==> config.mk <==
export PLATFORM = sky130hd
export DESIGN_NAME = gtfwizard_0_example_init_multi
export DESIGN_NICKNAME = d
export VERILOG_FILES = /design/src/rtl/gtfwizard_0_init_pkg.sv /design/src/rtl/gtfwizard_0_init_rx_ch.sv /design/src/rtl/gtfwizard_0_example_init_multi.sv
export SDC_FILE = /design/constraint.sdc
export NUM_CORES = 1
export LEC_CHECK = 0
export ABC_AREA = 1
export BUFFER_PORTS_ARGS = -buffer_cell sky130_fd_sc_hd__buf_2
export CORE_ASPECT_RATIO = 1.5
export CORE_UTILIZATION = 51
export CTS_CLUSTER_DIAMETER = 150
export DETAILED_ROUTE_END_ITERATION = 10
export PLACE_DENSITY = 0.68
export SLEW_MARGIN = 20
export SYNTH_ARGS = -nofsm -noshare
export SYNTH_HDL_FRONTEND = slang
export SYNTH_HIERARCHICAL = 1
export SYNTH_SLANG_ARGS = --single-unit
==> constraint.sdc <==
create_clock -name clk_freerun_in -period 5.35 [get_ports clk_freerun_in]
set_input_delay 0.535 -clock clk_freerun_in [delete_from_list [all_inputs] [get_ports clk_freerun_in]]
set_output_delay 0.535 -clock clk_freerun_in [all_outputs]
set_load 0.05 [all_outputs]
==> src/rtl/gtfwizard_0_init_pkg.sv <==
// gtfwizard_0_init_pkg: state encodings and sizing/limit helpers for the multi-channel GTF init controller
package gtfwizard_0_init_pkg;
  typedef enum logic [2:0] {T_START, T_WAIT, T_RST, T_DONE, T_FAIL} tx_state_e;
  typedef enum logic [2:0] {R_IDLE, R_WAIT, R_RST, R_MON, R_FAIL} rx_state_e;
  function automatic int cnt_w(input int term);
    return (term < 1) ? 1 : $clog2(term + 1);
  endfunction
  function automatic logic limit_hit(input int unsigned cnt, input int unsigned lim);
    return lim != 0 && cnt >= lim;
  endfunction
endpackage

==> src/rtl/gtfwizard_0_init_rx_ch.sv <==
// gtfwizard_0_init_rx_ch: one RX bring-up supervisor (FSM, timer, loss filter, retry counter)
// clk_i/rst_i clock and sync reset; rx_en_i from TX supervisor; rx_init_done_i/rx_data_good_i status;
// reset_rx_o pulse, init_done_o in MONITOR, fail_o retry limit hit, retry_ctr_o saturating retries
module gtfwizard_0_init_rx_ch
  import gtfwizard_0_init_pkg::*;
#(
  parameter int P_RX_TIMER_CYC  = 26000000,
  parameter int P_RST_PULSE_CYC = 4,
  parameter int P_LOSS_FILT_CYC = 8,
  parameter int P_MAX_RETRY     = 0,
  parameter int P_RETRY_W       = 4
) (
  input  logic                 clk_i,
  input  logic                 rst_i,
  input  logic                 rx_en_i,
  input  logic                 rx_init_done_i,
  input  logic                 rx_data_good_i,
  output logic                 reset_rx_o,
  output logic                 init_done_o,
  output logic                 fail_o,
  output logic [P_RETRY_W-1:0] retry_ctr_o
);
  localparam int TW = cnt_w(P_RX_TIMER_CYC > P_RST_PULSE_CYC ? P_RX_TIMER_CYC : P_RST_PULSE_CYC);
  localparam int LW = cnt_w(P_LOSS_FILT_CYC);
  rx_state_e state_q, state_d;
  logic [TW-1:0] timer_q, timer_d;
  logic [LW-1:0] loss_q, loss_d;
  logic [P_RETRY_W-1:0] retry_q, retry_d, retry_inc;
  logic reset_rx_q, reset_rx_d, init_done_q, init_done_d, fail_q, fail_d;
  logic good, wait_end, rst_end, loss_hit, eval_bad;
  assign good      = rx_init_done_i & rx_data_good_i;
  assign retry_inc = &retry_q ? retry_q : retry_q + 1'b1;
  assign wait_end  = timer_q == TW'(P_RX_TIMER_CYC);
  assign rst_end   = timer_q == TW'(P_RST_PULSE_CYC - 1);
  // the bad cycle that brings the filter count up to its limit declares the loss
  assign loss_hit  = !good && loss_q == LW'(P_LOSS_FILT_CYC - 1);
  assign eval_bad  = rx_en_i && ((state_q == R_WAIT && wait_end && !good) || (state_q == R_MON && loss_hit));
  always_ff @(posedge clk_i) begin
    if (rst_i) begin
      state_q     <= R_IDLE;
      timer_q     <= '0;
      loss_q      <= '0;
      retry_q     <= '0;
      reset_rx_q  <= 1'b0;
      init_done_q <= 1'b0;
      fail_q      <= 1'b0;
    end else begin
      state_q     <= state_d;
      timer_q     <= timer_d;
      loss_q      <= loss_d;
      retry_q     <= retry_d;
      reset_rx_q  <= reset_rx_d;
      init_done_q <= init_done_d;
      fail_q      <= fail_d;
    end
  end
  always_comb begin
    state_d = state_q == R_FAIL ? R_FAIL :
              !rx_en_i ? R_IDLE :
              state_q == R_IDLE ? R_WAIT :
              eval_bad ? (limit_hit(32'(retry_inc), P_MAX_RETRY) ? R_FAIL : R_RST) :
              (state_q == R_WAIT && wait_end) ? R_MON :
              (state_q == R_RST && rst_end) ? R_WAIT : state_q;
    timer_d = (state_d != state_q || !(state_q inside {R_WAIT, R_RST})) ? '0 : timer_q + 1'b1;
    loss_d  = (state_q == R_MON && state_d == R_MON && !good) ? loss_q + 1'b1 : '0;
    retry_d = eval_bad ? retry_inc : retry_q;
  end
  always_comb begin
    reset_rx_d  = state_d == R_RST;
    init_done_d = state_d == R_MON;
    fail_d      = state_d == R_FAIL;
  end
  assign reset_rx_o  = reset_rx_q;
  assign init_done_o = init_done_q;
  assign fail_o      = fail_q;
  assign retry_ctr_o = retry_q;
endmodule

==> src/rtl/gtfwizard_0_example_init_multi.sv <==
// gtfwizard_0_example_init_multi: shared TX bring-up supervisor plus P_NUM_CH RX supervisors for GTF channels
// clk_freerun_in/reset_all_in clock and sync reset; *_init_done_in/rx_data_good_in channel status;
// reset_all_out master reset pulse, reset_rx_out per-channel pulses, init/fail flags and retry counts
module gtfwizard_0_example_init_multi
  import gtfwizard_0_init_pkg::*;
#(
  parameter int P_NUM_CH        = 4,
  parameter int P_TX_TIMER_CYC  = 6000000,
  parameter int P_RX_TIMER_CYC  = 26000000,
  parameter int P_RST_PULSE_CYC = 4,
  parameter int P_LOSS_FILT_CYC = 8,
  parameter int P_MAX_RETRY     = 0,
  parameter int P_RETRY_W       = 4
) (
  input  logic                          clk_freerun_in,
  input  logic                          reset_all_in,
  input  logic [P_NUM_CH-1:0]           tx_init_done_in,
  input  logic [P_NUM_CH-1:0]           rx_init_done_in,
  input  logic [P_NUM_CH-1:0]           rx_data_good_in,
  output logic                          reset_all_out,
  output logic [P_NUM_CH-1:0]           reset_rx_out,
  output logic [P_NUM_CH-1:0]           init_done_out,
  output logic                          all_init_done_out,
  output logic [P_NUM_CH-1:0]           fail_out,
  output logic                          tx_fail_out,
  output logic [P_RETRY_W-1:0]          tx_retry_ctr_out,
  output logic [P_NUM_CH*P_RETRY_W-1:0] retry_ctr_out
);
  localparam int TW = cnt_w(P_TX_TIMER_CYC > P_RST_PULSE_CYC ? P_TX_TIMER_CYC : P_RST_PULSE_CYC);
  tx_state_e state_q, state_d;
  logic [TW-1:0] timer_q, timer_d;
  logic [P_RETRY_W-1:0] retry_q, retry_d, retry_inc;
  logic reset_all_q, reset_all_d, tx_fail_q, tx_fail_d;
  logic tx_all, timeout, rx_en;
  assign tx_all    = &tx_init_done_in;
  assign retry_inc = &retry_q ? retry_q : retry_q + 1'b1;
  // all-done wins over a timeout landing in the same cycle
  assign timeout   = state_q == T_WAIT && !tx_all && timer_q == TW'(P_TX_TIMER_CYC);
  assign rx_en     = state_q == T_DONE;
  always_ff @(posedge clk_freerun_in) begin
    if (reset_all_in) begin
      state_q     <= T_START;
      timer_q     <= '0;
      retry_q     <= '0;
      reset_all_q <= 1'b0;
      tx_fail_q   <= 1'b0;
    end else begin
      state_q     <= state_d;
      timer_q     <= timer_d;
      retry_q     <= retry_d;
      reset_all_q <= reset_all_d;
      tx_fail_q   <= tx_fail_d;
    end
  end
  always_comb begin
    state_d = state_q == T_START ? T_WAIT :
              state_q == T_WAIT ? (tx_all ? T_DONE : timeout ? (limit_hit(32'(retry_inc), P_MAX_RETRY) ? T_FAIL : T_RST) : T_WAIT) :
              state_q == T_RST ? (timer_q == TW'(P_RST_PULSE_CYC - 1) ? T_START : T_RST) :
              state_q == T_DONE ? (tx_all ? T_DONE : T_START) : T_FAIL;
    timer_d = (state_d != state_q || !(state_q inside {T_WAIT, T_RST})) ? '0 : timer_q + 1'b1;
    retry_d = timeout ? retry_inc : retry_q;
  end
  always_comb begin
    reset_all_d = state_d == T_RST;
    tx_fail_d   = state_d == T_FAIL;
  end
  for (genvar i = 0; i < P_NUM_CH; i++) begin : g_ch
    gtfwizard_0_init_rx_ch #(
      .P_RX_TIMER_CYC (P_RX_TIMER_CYC),
      .P_RST_PULSE_CYC(P_RST_PULSE_CYC),
      .P_LOSS_FILT_CYC(P_LOSS_FILT_CYC),
      .P_MAX_RETRY    (P_MAX_RETRY),
      .P_RETRY_W      (P_RETRY_W)
    ) u_ch (
      .clk_i         (clk_freerun_in),
      .rst_i         (reset_all_in),
      .rx_en_i       (rx_en),
      .rx_init_done_i(rx_init_done_in[i]),
      .rx_data_good_i(rx_data_good_in[i]),
      .reset_rx_o    (reset_rx_out[i]),
      .init_done_o   (init_done_out[i]),
      .fail_o        (fail_out[i]),
      .retry_ctr_o   (retry_ctr_out[i*P_RETRY_W +: P_RETRY_W])
    );
  end
  assign reset_all_out     = reset_all_q;
  assign tx_fail_out       = tx_fail_q;
  assign tx_retry_ctr_out  = retry_q;
  assign all_init_done_out = &init_done_out;
endmodule
* Word level (Yosys, flattened, before mapping)
Index checks and enable logic that the tools add are counted.
Word-level totals: register bits after elaboration 188, input bits 14, output and inout bits 35, word-level logic and storage cells 228
Cells by class: add/sub/neg operators 14, eq/ne operators 52, muxes and demuxes 32, bitwise gates (word level) 13, reductions and logical operators 84
Operator list (count):
- adder 25 x 1 -> 25 bit, second input constant | 4
- equality test 25 x 2 -> 1 bit, second input constant | 4
- equality test 25 bit, second input constant | 4
- two-way mux 3 bit | 28
- equality test 3 x 2 -> 1 bit, second input constant | 19
- adder 4 x 1 -> 4 bit, second input constant | 9
- logical AND 1 bit | 34
- AND reduction 4 bit | 7
- equality test 3 bit, second input constant | 9
- adder 23 x 1 -> 23 bit, second input constant | 1
- equality test 23 x 2 -> 1 bit, second input constant | 1
- equality test 23 bit, second input constant | 1
- OR reduction 2 bit | 9
- equality test 4 x 3 -> 1 bit, second input constant | 4
- equality test 3 x 1 -> 1 bit, second input constant | 5
- zero test 3 bit | 5
- inequality test 3 bit | 5
- zero test 1 bit | 10
- AND reduction 2 bit | 5
- nonzero test 2 bit | 5
- logical OR 1 bit | 9
- inverter 1 bit | 9
- two-way mux 2 bit | 4
- bitwise AND 1 bit | 4

* Logic depth before layout (Yosys ltp)
depth in word-level cells 15, gate-level depth with buffers 15, mapped depth without buffers 13

* Cells and area by module
Netlist, hierarchy kept.
By module, submodules not included:
- gtfwizard_0_init_rx_ch | times used 4, cells an instance 312, area an instance 2195.9 µm², sequential area each 780.7 µm²
- gtfwizard_0_example_init_multi | times used 1, cells an instance 258, area an instance 1980.6 µm², sequential area each 640.6 µm²

* Least setup slack after synthesis
OpenSTA, ideal clock, no wires.
kind register to register, start point register state_q[1] (netlist name), end point register g_ch[0].u_ch.timer_q[6], library setup time 117 ps, arrival time 2119 ps, data required time 5233 ps, path slack 3114 ps, cell stages (with the launch flop) 13, buffers on the path 1, clock period less this slack 2236 ps, cell sequence dfxtp_1 -> inv_2 -> nor3_2 -> inv_1 -> nor2_1 -> nand2_1 -> nand2_1 -> nand2_2 -> nand2_2 -> nand2_2 -> nand3_4 -> buf_8 -> nor2_2
RTL lines:
- end signal, assigned | line gtfwizard_0_init_rx_ch.sv:49 | timer_q <= timer_d;
- end, declared | line gtfwizard_0_init_rx_ch.sv:26 | logic [TW-1:0] timer_q, timer_d;

==> flow_summary.ini <==
[status]
outcome = complete, no violations

[pwr]
p_sw_frac = 0.2350
power_frac_clock = 0.460
p_sw_mw = 0.6587
p_comb_frac = 0.037
seq_power_share = 0.503
p_int_mw = 2.144
ir_drop_mv = 0.2486
p_leak_nw = 4.562
p_total_mw = 2.803
pwr_density_cell_nw_per_um2 = 238.7

[layout]
syn_to_final_growth_pct = 9.079
final_cell_area_um2 = 11740
insertedDiodeCount = 0
final_util = 0.5705
nFillCells = 2034
layout-drive-gt1-share = 0.1773
multiInputGateArea_um2 = 5899
design.final.nets = 1588
regArea_um2 = 3764

[floorplanning]
die_w_um = 120.6
rows = 64
design.portCount = 49
core_area_um2 = 20580
die_area_um2 = 21700
initial_core_util = 0.5230
die_h_um = 179.9

[logic_synthesis]
synthFlopType = dfxtp_1
syn_area_um2 = 10760
avgSynthCellArea_um2 = 7.147
synth_common_cells = 272 x nor2_1, 252 x nand2_1, 221 x inv_1
ys_types = 36
synth_top_area_share = 0.3496
yosysTopAreaCell = dfxtp_1
async_reset_ff_frac = 0
mappedNetlistNets = 1539
synth_area_leaders = dfxtp_1 35%, nor2_1 9.5%, nand2_1 8.8%, inv_1 7.7%, xor2_1 7.0%
yosysWarnings = 6
ys_seq_area_frac = 0.3496
synth_edf_count = 0
synth_cells = 1506
ys_ff_latch = 188
synth.most_common_cell = nor2_1

[hold_path]
worstHoldEndpoint = g_ch[1].u_ch/loss_q[0]$_SDFF_PP0_
hp-class = reg2reg
min_from = g_ch[1].u_ch/loss_q[0]$_SDFF_PP0_
min_path_cells = 1

[clock_tree]
clock-sinks = 188
numCtsBuffers = 17
holdBufCountCts = 0
cts-resized-gates = 0
insertion_delay_ns = 0.44
post_cts_buffers = 0
htree_num_levels = 4
clockBufferDepth = 2
tritoncts = built
path_clk_slew_ns = 0.07
root_buffer = clkbuf_16

[global_routing]
grt_pass1_vias = 8685
track_usage = 0.2113
grt_max_degree = 28
grt_pass1_wl_um = 37680
overflow = 0
antenna_found_initial = 0

[routing]
dr.pass1.iters = 5
via_per_inst = 4.901
totalWireLength_um = 21830
drt_iter0_drc = 370
drc_errors = 0
detail-route-antenna-nets = 0
wl_per_cell_um = 11.91
vias = 8979

[setup_path]
crit_type = reg2reg
startpoint_type = register
rr_endpoint = g_ch[1].u_ch/timer_q[22]$_SDFF_PP0_
required_ns = 5.67
cp_slowest_cell = dfxtp_1
crit_top_cell = nand2_2
crit_fanout = 25
slowest_delay_ns = 0.40
cp.arrival_ns = 2.52
r2r_start = state_q[1]$_SDFF_PP0_
r2r_cells = 12
crit_path_cell_trace = inv_2 > nor3_4 > buf_4 > inv_1 > nor2_1 > nand2_1 > nand2_1 > nand2_2 > nand2_2 > nand2_2 > nand3_4 > nor2_1
endpoint_kind = register
reg2reg_slack_ns = 3.15

[timing]
fmax_mhz = 454.0
period_share = 0.4117
period_minus_slack_ns = 2.203
tns_ns = 0
finalSetupViolCount = 0
hold_viol = 0
drv_slew = 0
skew_ns = 0.01244
worst_pin_slew_ns = 0.6790
slew_headroom = 0.5473
rsz0062_at_grt = false
holdWs_ns = 0.4494

[placed_design]
gp_congestion = 0.8672
place_area_um2 = 11140
io_buffers = 48
place_hpwl_um = 16190

[run]
max_cap_violations = 0
==> worst max path at each step <==
stage	cells after the start	to	start
global placement	11	timer_q[11]$_SDFF_PP0_	timer_q[0]$_SDFF_PP0_
global route	11	timer_q[9]$_SDFF_PP0_	timer_q[0]$_SDFF_PP0_
CTS	11	g_ch[1].u_ch/timer_q[22]$_SDFF_PP0_	state_q[1]$_SDFF_PP0_
detailed placement	11	timer_q[11]$_SDFF_PP0_	timer_q[0]$_SDFF_PP0_
floorplan	12	g_ch[0].u_ch/timer_q[6]$_SDFF_PP0_	state_q[1]$_SDFF_PP0_
finish	12	g_ch[1].u_ch/timer_q[22]$_SDFF_PP0_	state_q[1]$_SDFF_PP0_
==> area by class of cell <==
| class | count | share of cell area |
|---|---|---|
| multi-input cells | 1059 | 0.5024 |
| flip-flops and latches | 188 | 0.3205 |
| inverters | 240 | 0.07673 |
| clock buffers | 19 | 0.03772 |
| well taps | 264 | 0.02813 |
| repair buffers | 49 | 0.02110 |
| clock inverters | 13 | 0.01332 |
==> worst max-delay path: cells and delay by family, from the launching register on <==
family	cells	cell delay, ns
buffers and inverters	3	0.52
DFF	1	0.40
and+or+nand+nor	9	1.13
==> sequential cells by signal, indices dropped and copies added, names as in the netlist, 3 cells and up <==
signal                 flops
g_ch.u_ch/state_q         12
g_ch.u_ch/loss_q          16
g_ch.u_ch/retry_ctr_o     16
g_ch.u_ch/reset_rx_o       4
g_ch.u_ch/timer_q        100
g_ch.u_ch/fail_o           4
g_ch.u_ch/init_done_o      4
state_q                    3
timer_q                   23
tx_retry_ctr_out           4
==> layout by cell type (no fill, tap or decap), drive strengths merged <==
master	n
nor2	387
nor3	46
o21a	1
buf	49
nand3b	8
nand4	32
bufinv	2
nor4	5
or3	4
inv	245
dfxtp	188
nand2	271
o21ai	32
nand3	102
xor2	86
xnor2	31
and2	1
clkinvlp	2
o21bai	4
clkinv	4
or2	9
clkbuf	19
a21oi	21
ha	19
==> power groups by stage <==
stage / sequential, mW / combinational [mW] / clock (mW)
floorplan: 1.44 / 0.0883 / 0
finish: 1.41 / 0.104 / 1.29
global route: 1.41 / 0.116 / 1.39
detailed placement: 1.44 / 0.105 / 0
CTS: 1.41 / 0.105 / 1.33
global placement: 1.44 / 0.103 / 0
==> routing by layer <==
layer | vias up | GRT usage | wire length, um
met1 | 4057 | 0.2324 | 9397
met4 | 0 | 0.09284 | 584
li1 | 4720 | - | -
met3 | 47 | 0.03585 | 580
met2 | 155 | 0.3901 | 11260
met5 | - | 0 | 0
==> stage by stage <==
stage	instances	setup slack, ns
2_1_floorplan	1506	3.114
3_3_place_gp	1800	3.201
3_5_place_dp	1800	3.144
4_1_cts	1832	3.130
5_1_grt	1832	2.915
6_report	1832	3.147
==> cell families after synthesis <==
family / share of synthesized area
flip-flops: 0.3496
XOR/XNOR: 0.09520
adder cells (fa/ha/maj): 0.02209
AND/OR/NAND/NOR: 0.4007
AO/OA/AOI/OAI: 0.02952
buffers and inverters: 0.1029
Note: power is estimated with default switching activity, not from simulation.
